<file path="src/rtl/pixel_packet_scheduler.sv">
// Packs pixels into LINES-wide packets, queues them in a FIFO and hands them to an SPI sender.
// Optional feature: define PKT_DROP_COUNT_EN to add a saturating 16-bit dropped-packet counter.
module pixel_packet_scheduler #(
  parameter int PIXEL_WIDTH = 8,
  parameter int LINES       = 4,
  parameter int FIFO_DEPTH  = 8,
  parameter int H_LAST      = 639,
  parameter int V_LAST      = 359
) (
  input  logic                         clk_in,
  input  logic                         rst_in,
  input  logic                         pixel_valid_in,
  input  logic [PIXEL_WIDTH-1:0]       pixel_data_in,
  input  logic [9:0]                   pixel_hcount_in,
  input  logic [8:0]                   pixel_vcount_in,
  input  logic                         frame_start_in,
  input  logic                         spi_busy_in,
  output logic [LINES*PIXEL_WIDTH-1:0] packet_data_out,
  output logic                         packet_trigger_out,
  output logic                         packet_last_out,
  output logic                         overflow_out
`ifdef PKT_DROP_COUNT_EN
  ,
  output logic [15:0]                  drop_count_out
`endif
);

  localparam int PKT_W  = LINES * PIXEL_WIDTH;
  localparam int LANE_W = (LINES > 1) ? $clog2(LINES) : 1;
  localparam int PTR_W  = $clog2(FIFO_DEPTH);

  localparam logic [1:0] ST_IDLE       = 2'd0;
  localparam logic [1:0] ST_ISSUE      = 2'd1;
  localparam logic [1:0] ST_WAIT_START = 2'd2;
  localparam logic [1:0] ST_WAIT_DONE  = 2'd3;

  // Reset asserts asynchronously but releases only on a clock edge.
  logic [1:0] r_rst_sync;
  logic       w_rst_n;

  always_ff @(posedge clk_in or negedge rst_in) begin
    if (!rst_in) r_rst_sync <= 2'b00;
    else         r_rst_sync <= {r_rst_sync[0], 1'b1};
  end

  assign w_rst_n = r_rst_sync[1];

  logic [LANE_W-1:0]      r_lane_idx;
  logic [PIXEL_WIDTH-1:0] r_lanes [LINES];
  logic [LANE_W-1:0]      w_idx;
  logic                   w_final;
  logic                   w_close;
  logic [PKT_W-1:0]       w_pkt;

  // A frame start in the same cycle as a pixel discards first, so the pixel lands in lane 0.
  always_comb begin
    w_idx   = frame_start_in ? '0 : r_lane_idx;
    w_final = (pixel_hcount_in == 10'(H_LAST)) && (pixel_vcount_in == 9'(V_LAST));
    w_close = pixel_valid_in && (w_final || (w_idx == LANE_W'(LINES - 1)));
    w_pkt   = '0;
    for (int j = 0; j < LINES; j++) begin
      if (LANE_W'(j) == w_idx)
        w_pkt[j*PIXEL_WIDTH +: PIXEL_WIDTH] = pixel_data_in;
      else if (LANE_W'(j) < w_idx)
        w_pkt[j*PIXEL_WIDTH +: PIXEL_WIDTH] = r_lanes[j];
    end
  end

  always_ff @(posedge clk_in) begin
    if (pixel_valid_in) r_lanes[w_idx] <= pixel_data_in;
  end

  always_ff @(posedge clk_in or negedge w_rst_n) begin
    if (!w_rst_n)            r_lane_idx <= '0;
    else if (w_close)        r_lane_idx <= '0;
    else if (pixel_valid_in) r_lane_idx <= w_idx + 1'b1;
    else if (frame_start_in) r_lane_idx <= '0;
  end

  logic [PKT_W:0]   r_mem [FIFO_DEPTH];
  logic [PTR_W:0]   r_wr_ptr;
  logic [PTR_W:0]   r_rd_ptr;
  logic [PKT_W:0]   w_head;
  logic             w_empty;
  logic             w_full;
  logic             w_pop;
  logic             w_push;
  logic             w_drop;
  logic [1:0]       r_state;
  logic [1:0]       r_wait_cnt;
  logic             r_trigger;
  logic [PKT_W-1:0] r_pkt_data;
  logic             r_pkt_last;
  logic             r_overflow;

  // A pop in the same cycle frees the slot, so a push into a full FIFO is accepted then.
  always_comb begin
    w_head  = r_mem[r_rd_ptr[PTR_W-1:0]];
    w_empty = (r_wr_ptr == r_rd_ptr);
    w_full  = (r_wr_ptr[PTR_W] != r_rd_ptr[PTR_W]) &&
              (r_wr_ptr[PTR_W-1:0] == r_rd_ptr[PTR_W-1:0]);
    w_pop   = (r_state == ST_IDLE) && !w_empty && !spi_busy_in;
    w_push  = w_close && (!w_full || w_pop);
    w_drop  = w_close && w_full && !w_pop;
  end

  always_ff @(posedge clk_in) begin
    if (w_push) r_mem[r_wr_ptr[PTR_W-1:0]] <= {w_final, w_pkt};
  end

  always_ff @(posedge clk_in or negedge w_rst_n) begin
    if (!w_rst_n) begin
      r_wr_ptr <= '0;
      r_rd_ptr <= '0;
    end else begin
      if (w_push) r_wr_ptr <= r_wr_ptr + 1'b1;
      if (w_pop)  r_rd_ptr <= r_rd_ptr + 1'b1;
    end
  end

  always_ff @(posedge clk_in or negedge w_rst_n) begin
    if (!w_rst_n)    r_overflow <= 1'b0;
    else if (w_drop) r_overflow <= 1'b1;
  end

  // The head is captured on the pop, so the output holds steady until the next issue.
  always_ff @(posedge clk_in or negedge w_rst_n) begin
    if (!w_rst_n) begin
      r_pkt_data <= '0;
      r_pkt_last <= 1'b0;
    end else if (w_pop) begin
      {r_pkt_last, r_pkt_data} <= w_head;
    end
  end

  // A sender that never raises busy is treated as done after four waiting cycles.
  always_ff @(posedge clk_in or negedge w_rst_n) begin
    if (!w_rst_n) begin
      r_state    <= ST_IDLE;
      r_wait_cnt <= '0;
      r_trigger  <= 1'b0;
    end else begin
      r_trigger <= 1'b0;
      case (r_state)
        ST_IDLE: begin
          if (w_pop) begin
            r_state   <= ST_ISSUE;
            r_trigger <= 1'b1;
          end
        end
        ST_ISSUE: begin
          r_state    <= ST_WAIT_START;
          r_wait_cnt <= '0;
        end
        ST_WAIT_START: begin
          if (spi_busy_in)              r_state    <= ST_WAIT_DONE;
          else if (r_wait_cnt == 2'd3)  r_state    <= ST_IDLE;
          else                          r_wait_cnt <= r_wait_cnt + 2'd1;
        end
        ST_WAIT_DONE: begin
          if (!spi_busy_in) r_state <= ST_IDLE;
        end
        default: r_state <= ST_IDLE;
      endcase
    end
  end

  assign packet_data_out    = r_pkt_data;
  assign packet_trigger_out = r_trigger;
  assign packet_last_out    = r_pkt_last;
  assign overflow_out       = r_overflow;

`ifdef PKT_DROP_COUNT_EN
  logic [15:0] r_drop_count;

  function automatic logic [15:0] sat_inc16(input logic [15:0] v);
    return (v == 16'hFFFF) ? v : v + 16'd1;
  endfunction

  always_ff @(posedge clk_in or negedge w_rst_n) begin
    if (!w_rst_n)    r_drop_count <= '0;
    else if (w_drop) r_drop_count <= sat_inc16(r_drop_count);
  end

  assign drop_count_out = r_drop_count;
`endif

endmodule

</file>
<file path="config.mk">
export PLATFORM = sky130hd
export DESIGN_NAME = pixel_packet_scheduler
export DESIGN_NICKNAME = d
export VERILOG_FILES = /design/src/rtl/pixel_packet_scheduler.sv
export SDC_FILE = /design/constraint.sdc
export NUM_CORES = 1
export LEC_CHECK = 0
export ABC_AREA = 1
export CAP_MARGIN = 25
export CORE_ASPECT_RATIO = 0.6
export CORE_UTILIZATION = 46
export DETAILED_ROUTE_END_ITERATION = 7
export DONT_BUFFER_PORTS = 1
export GPL_TIMING_DRIVEN = 1
export HOLD_SLACK_MARGIN = 0.15
export SKIP_CTS_REPAIR_TIMING = 1
export SLEW_MARGIN = 20
export SYNTH_ARGS = -nofsm -noshare
export SYNTH_HDL_FRONTEND = slang
export SYNTH_SLANG_ARGS = --single-unit
</file>
<file path="constraint.sdc">
create_clock -name clk_in -period 3.8 [get_ports clk_in]
set_input_delay 0.38 -clock clk_in [delete_from_list [all_inputs] [get_ports clk_in]]
set_output_delay 0.38 -clock clk_in [all_outputs]
set_load 0.005 [all_outputs]
</file>
# Word level (Yosys, flattened, before mapping)
# Memories as Yosys holds them, arrays and structs flattened. A register that Yosys moved wholly into a read port is not among the register bits.
# Index checks and enable logic that the tools add are counted.
# op_classes
addsub	4
magnitude_cmp	4
n_eq_ne	18
mux	25
n_reduce_logical	20
# ops
cell	n
$mux W8	8
$mux W2	9
$eq A10 B10 Y1 const B	1
$eq A9 B9 Y1 const B	1
$add A4 B1 Y4 const B	2
$eq A2 B2 Y1 const B	4
$logic_and A1 B1 Y1	8
$ne A2 B2 Y1 const B	4
$pmux W2 S4	1
$mux W1	6
$reduce_and A3 Y1	2
$logic_not A1 Y1	5
$add A2 B1 Y2 const B	2
$eq A2 B2 Y1 const A	2
$eq A4 B4 Y1	1
$logic_not A2 Y1	2
$lt A1 B2 Y1 const A	2
$lt A2 B2 Y1 const A	2
$pmux W2 S2	1
$eq A3 B3 Y1	1
$ne A3 B3 Y1 const B	1
$eq A1 B2 Y1 const A	1
$eq A2 B1 Y1 const B	1
$logic_or A1 B1 Y1	2
other kinds (2)	2
# word_totals
regBits	18
ramBits	296
in_bits	32
output_inout_bits	35
elab_cells	81
memories	2
# mem_list
name	depth	word_bits	read_ports	rd_ports_with_merged_regs	write_ports	line	text
r_mem	8	33	1	1	1	80	logic [PKT_W:0] r_mem [FIFO_DEPTH];
r_lanes	4	8	4	0	1	49	logic [PIXEL_WIDTH-1:0] r_lanes [LINES];

# Longest topological paths before layout
# depth
ltp_word	8
depth_mapped	11
mapped_depth_nobuf	10

# Least setup slack after synthesis
# OpenSTA, ideal clock, no wires.
# synth_timing
path_type	input-to-reg
start	in frame_start_in
end	mem r_mem[0][0] (netlist name), enable pin
setup_ns	0.423
arrival_time_ns	2.938
t_required_ns	3.377
setup_slack_ns	0.438
cell_stages	10
path_buffers	2
cell_sequence	inv_1 nand2_1 clkinv_1 ha_1 clkbuf_1 inv_1 nand2_1 nand3_2 buf_6 nor2_1
# synth_between
elab_chain_cells	7
# synth_rtl
item	line	text
start: declaration	16	input logic frame_start_in,
$mux W2	n/a	
$eq A2 B2 Y1	59	w_close = pixel_valid_in && (w_final || (w_idx == LANE_W'(LINES - 1)));
$logic_or A1 B1 Y1	59	
$logic_and A1 B1 Y1	59	
$logic_and A1 B1 Y1	103	w_push = w_close && (!w_full || w_pop);
$mux W1	108	if (w_push) r_mem[r_wr_ptr[PTR_W-1:0]] <= {w_final, w_pkt};
$mux W1 (implied by the code)	108	
end: declaration	80	
# No other way between the ends.

# Worst setup path after layout
# layout_timing
start	in frame_start_in
end	mem r_mem[7][22] (netlist name), enable pin
# The elaborated chain is that of the path after synthesis.

==> metrics.md <==
| Metric | Value |
|---|---|
| Endpoint type of the worst setup path | register |
| Largest area contributor in the netlist | edfxtp_1 |
| Critical-path top delay cell | dlygate4sd3_1 |
| Non-Filler Instances | 1560 |
| Ant diodes | 0 |
| Remaining Overflow, GRT | 0 |
| Fmax | 0.3497 GHz |
| EDFF count, synth | 288 |
| Largest net degree at the start of global routing | 126 |
| Gr usage total | 21.95% |
| Clock transition at the registers of the reported paths | 70 ps |
| Pwr Density | 692.8 nW/um^2 |
| Clock Skews | 22.43 ps |
| Die H | 135.6 um |
| Crit path buffers/inverters | 6 |
| Die area | 30450 um^2 |
| # setup viols final | 0 |
| Lkg Pwr | 5.525 nW |
| Sequential area share after synthesis | 72.55% |
| Worst-path fanout max | 24 |
| H-tree levels | 1 |
| CP peak stage delay | 530 ps |
| P_sw | 0.003545 W |
| Setup CP Type | in2reg |
| Core region area | 29010 um^2 |
| Period utilization | 75.26% |
| Mapped Cells | 1126 |
| Post-DP HPWL | 19.52 mm |
| Syn_area_per_cell | 12.15 um^2 |
| Worst Path Arrival | 3120 ps |
| Final min period | 2860 ps |
| Die width | 224.6 um |
| Final Wtd Congestion | 0.7890 |
| Flops & latches, synth | 339 |
| RSZ-0062 raised after global routing | false |
| Ratio of cells with drive above 1 in the final layout | 8.879% |
| Sw Ratio | 33.13% |
| Num Clock Sinks | 339 |
| Startpoint Class | input port |
| Initial DRC count | 938 |
| Worst EP required | 4060 ps |
| Slew Limit Fails | 0 |
| IO Count | 67 |
| Most frequent cell after synthesis | edfxtp_1 |
| CP cell instances | dlygate4sd3_1 -> inv_1 -> nand2_1 -> clkinv_1 -> ha_1 -> inv_1 -> nand2_1 -> nand3_2 -> buf_4 -> nor2_4 -> buf_12 |
| Worst-Margin Slew | 1058 ps |
| Yosys cell types | 30 |
| DRT antenna net count | 0 |
| Final WL | 32.92 mm |
| TritonRoute pass-1 iters | 5 |
| CTS Buf Count | 31 |
| Initial Util | 47.16% |
| Worst-Skew Late Latency | 570 ps |
| Final net count | 1175 |
| Worst hold margin | 178.2 ps |
| Wire length per cell | 21.10 um |
| Delay-heaviest family, CP | buffers and inverters |
| PortBufs | 0 |
| Vias in the first global route | 7919 |
| Slew HR | 29.46% |
| Clock Power Share | 31.5% |
| Final Hold Viols | 0 |
| Syn_nets | 1165 |
| Synth top area share | 63.22% |
| Clock buffer depth | 3 |
| Vias | 8544 |
| Synth Cell Area | 13680 um^2 |
| Internal power | 0.007156 W |
| Setup TNS | 0 ps |
| Async S/R FF share, synth | 15.04% |
| Synth warn | 0 |
| Cell Rows | 48 |
| Largest cells by area after synthesis | edfxtp_1 (63%), dfrtp_1 (9.3%), nor2_1 (6.1%), o21ai_0 (5.5%), o211ai_1 (3.6%) |
| Vias per cell | 5.477 |
| Class of the worst hold path | in2reg |
| Number of remaining DRC errors | 0 |
| Initial antenna violation count | 0 |
| Peak VDD IR | 0.3929 mV |
| MaxCap Viol Count | 0 |
| Clock root cell | clkbuf_16 |
| Placed insts | 1487 |
| Top_reg_cell synth | edfxtp_1 |
| Status | complete, no violations |
| Flop pwr share | 42.7% |
| CTS tree | done |
| Most instantiated cells after synthesis | edfxtp_1 (288), nor2_1 (223), o21ai_0 (151) |
| Comb power frac | 25.8% |
| First-pass GRT wire length | 49.71 mm |
| Area growth, synth to finish | 12.92% |
-- routing by layer --
layer  track usage, %  vias up  part of all wire [%]
met5                0        -                     0
met4            4.837        0                   1.6
met2            30.50      309                    41
li1                 -     4007                     -
met3            3.275       39                   7.4
met1            35.85     4189                    50
-- path summary, 6_finish.rpt --
kind,start,end,slack [ps],depth (start not counted)
max in group asynchronous,r_rst_sync[1],r_rd_ptr[0],2610,1
min in group asynchronous,r_rst_sync[1],packet_data_out[6],270,0
worst max register to register,r_lane_idx[1],r_mem[7][22],1030,9
worst max-delay path,frame_start_in,r_mem[7][22],940,11
worst min-delay path,pixel_vcount_in[3],r_mem[6][32],180,3
worst min register to register,r_rst_sync[1],packet_data_out[6],270,0
-- cells by family after synthesis --
family                   count (synthesis)  share of synthesized area (%)
AND/OR/NAND/NOR                        425                          12.77
buffers and inverters                  115                          3.851
flip-flops                             339                          72.55
AO/OA/AOI/OAI                          234                          9.842
other                                    1                        0.02741
XOR/XNOR                                 5                         0.3201
adder cells (fa/ha/maj)                  7                         0.6402
-- power groups by stage --
stage	Combinational [W]	Sequential, W	Clock [W]
after floorplan	0.00206	0.00455	0
after global placement	0.00270	0.00465	0
after detailed placement	0.00273	0.00465	0
after CTS	0.00275	0.00458	0.00342
after global routing	0.00312	0.00461	0.00356
final	0.00276	0.00457	0.00337
-- area by class of cell --
class / count / area (um^2)
Tap cell: 400 / 500.5
Clock inverter: 16 / 256.5
Clock buffer: 41 / 833.3
Timing Repair Buffer: 44 / 445.4
Fill cell: 2454 / 13560
Inverter: 48 / 183.9
Multi-Input combinational cell: 672 / 3298
Sequential cell: 339 / 9930
-- registers in the layout (all words and copies together) (netlist names) --
register	count
r_state	2
r_wait_cnt	2
packet_last_out	1
r_mem	264
r_wr_ptr	4
packet_trigger_out	1
r_lanes	24
r_lane_idx	2
r_rd_ptr	4
overflow_out	1
r_rst_sync	2
packet_data_out	32
-- per-stage QoR --
stage | total power [W] | setup WS (ps) | cell area, um^2 | util (%)
finish | 0.01070 | 940.2 | 15450 | 53.25
floorplan | 0.006610 | 438.4 | 13680 | -
CTS | 0.01075 | 1050 | 15300 | 52.73
detailed placement | 0.007389 | 941.3 | 14210 | 48.97
global placement | 0.007353 | 1045 | 14210 | 48.97
global route | 0.01128 | 808.7 | 15450 | 53.25
-- worst register-to-register path: stages (launching register included) --
cell and delay (ps):
dfrtp_1 330, nand2_1 120, clkinv_1 190, ha_1 200, inv_1 60, nand2_1 230
nand3_2 430, buf_4 320, nor2_4 320, buf_12 250
-- cell usage in the layout (no fill, tap or decap), types with 22 or more instances in the layout --
master / Yosys / final
inv_1: 42 / 42
edfxtp_1: 288 / 288
nor2_1: 223 / 215
o21ai_0: 151 / 150
dfrtp_1: 51 / 49
buf_4: 7 / 22
o211ai_1: 66 / 66
nand2_1: 120 / 120
clkbuf_16: 0 / 31
nand3_1: 63 / 63
Power figures use the tool's default switching activity.
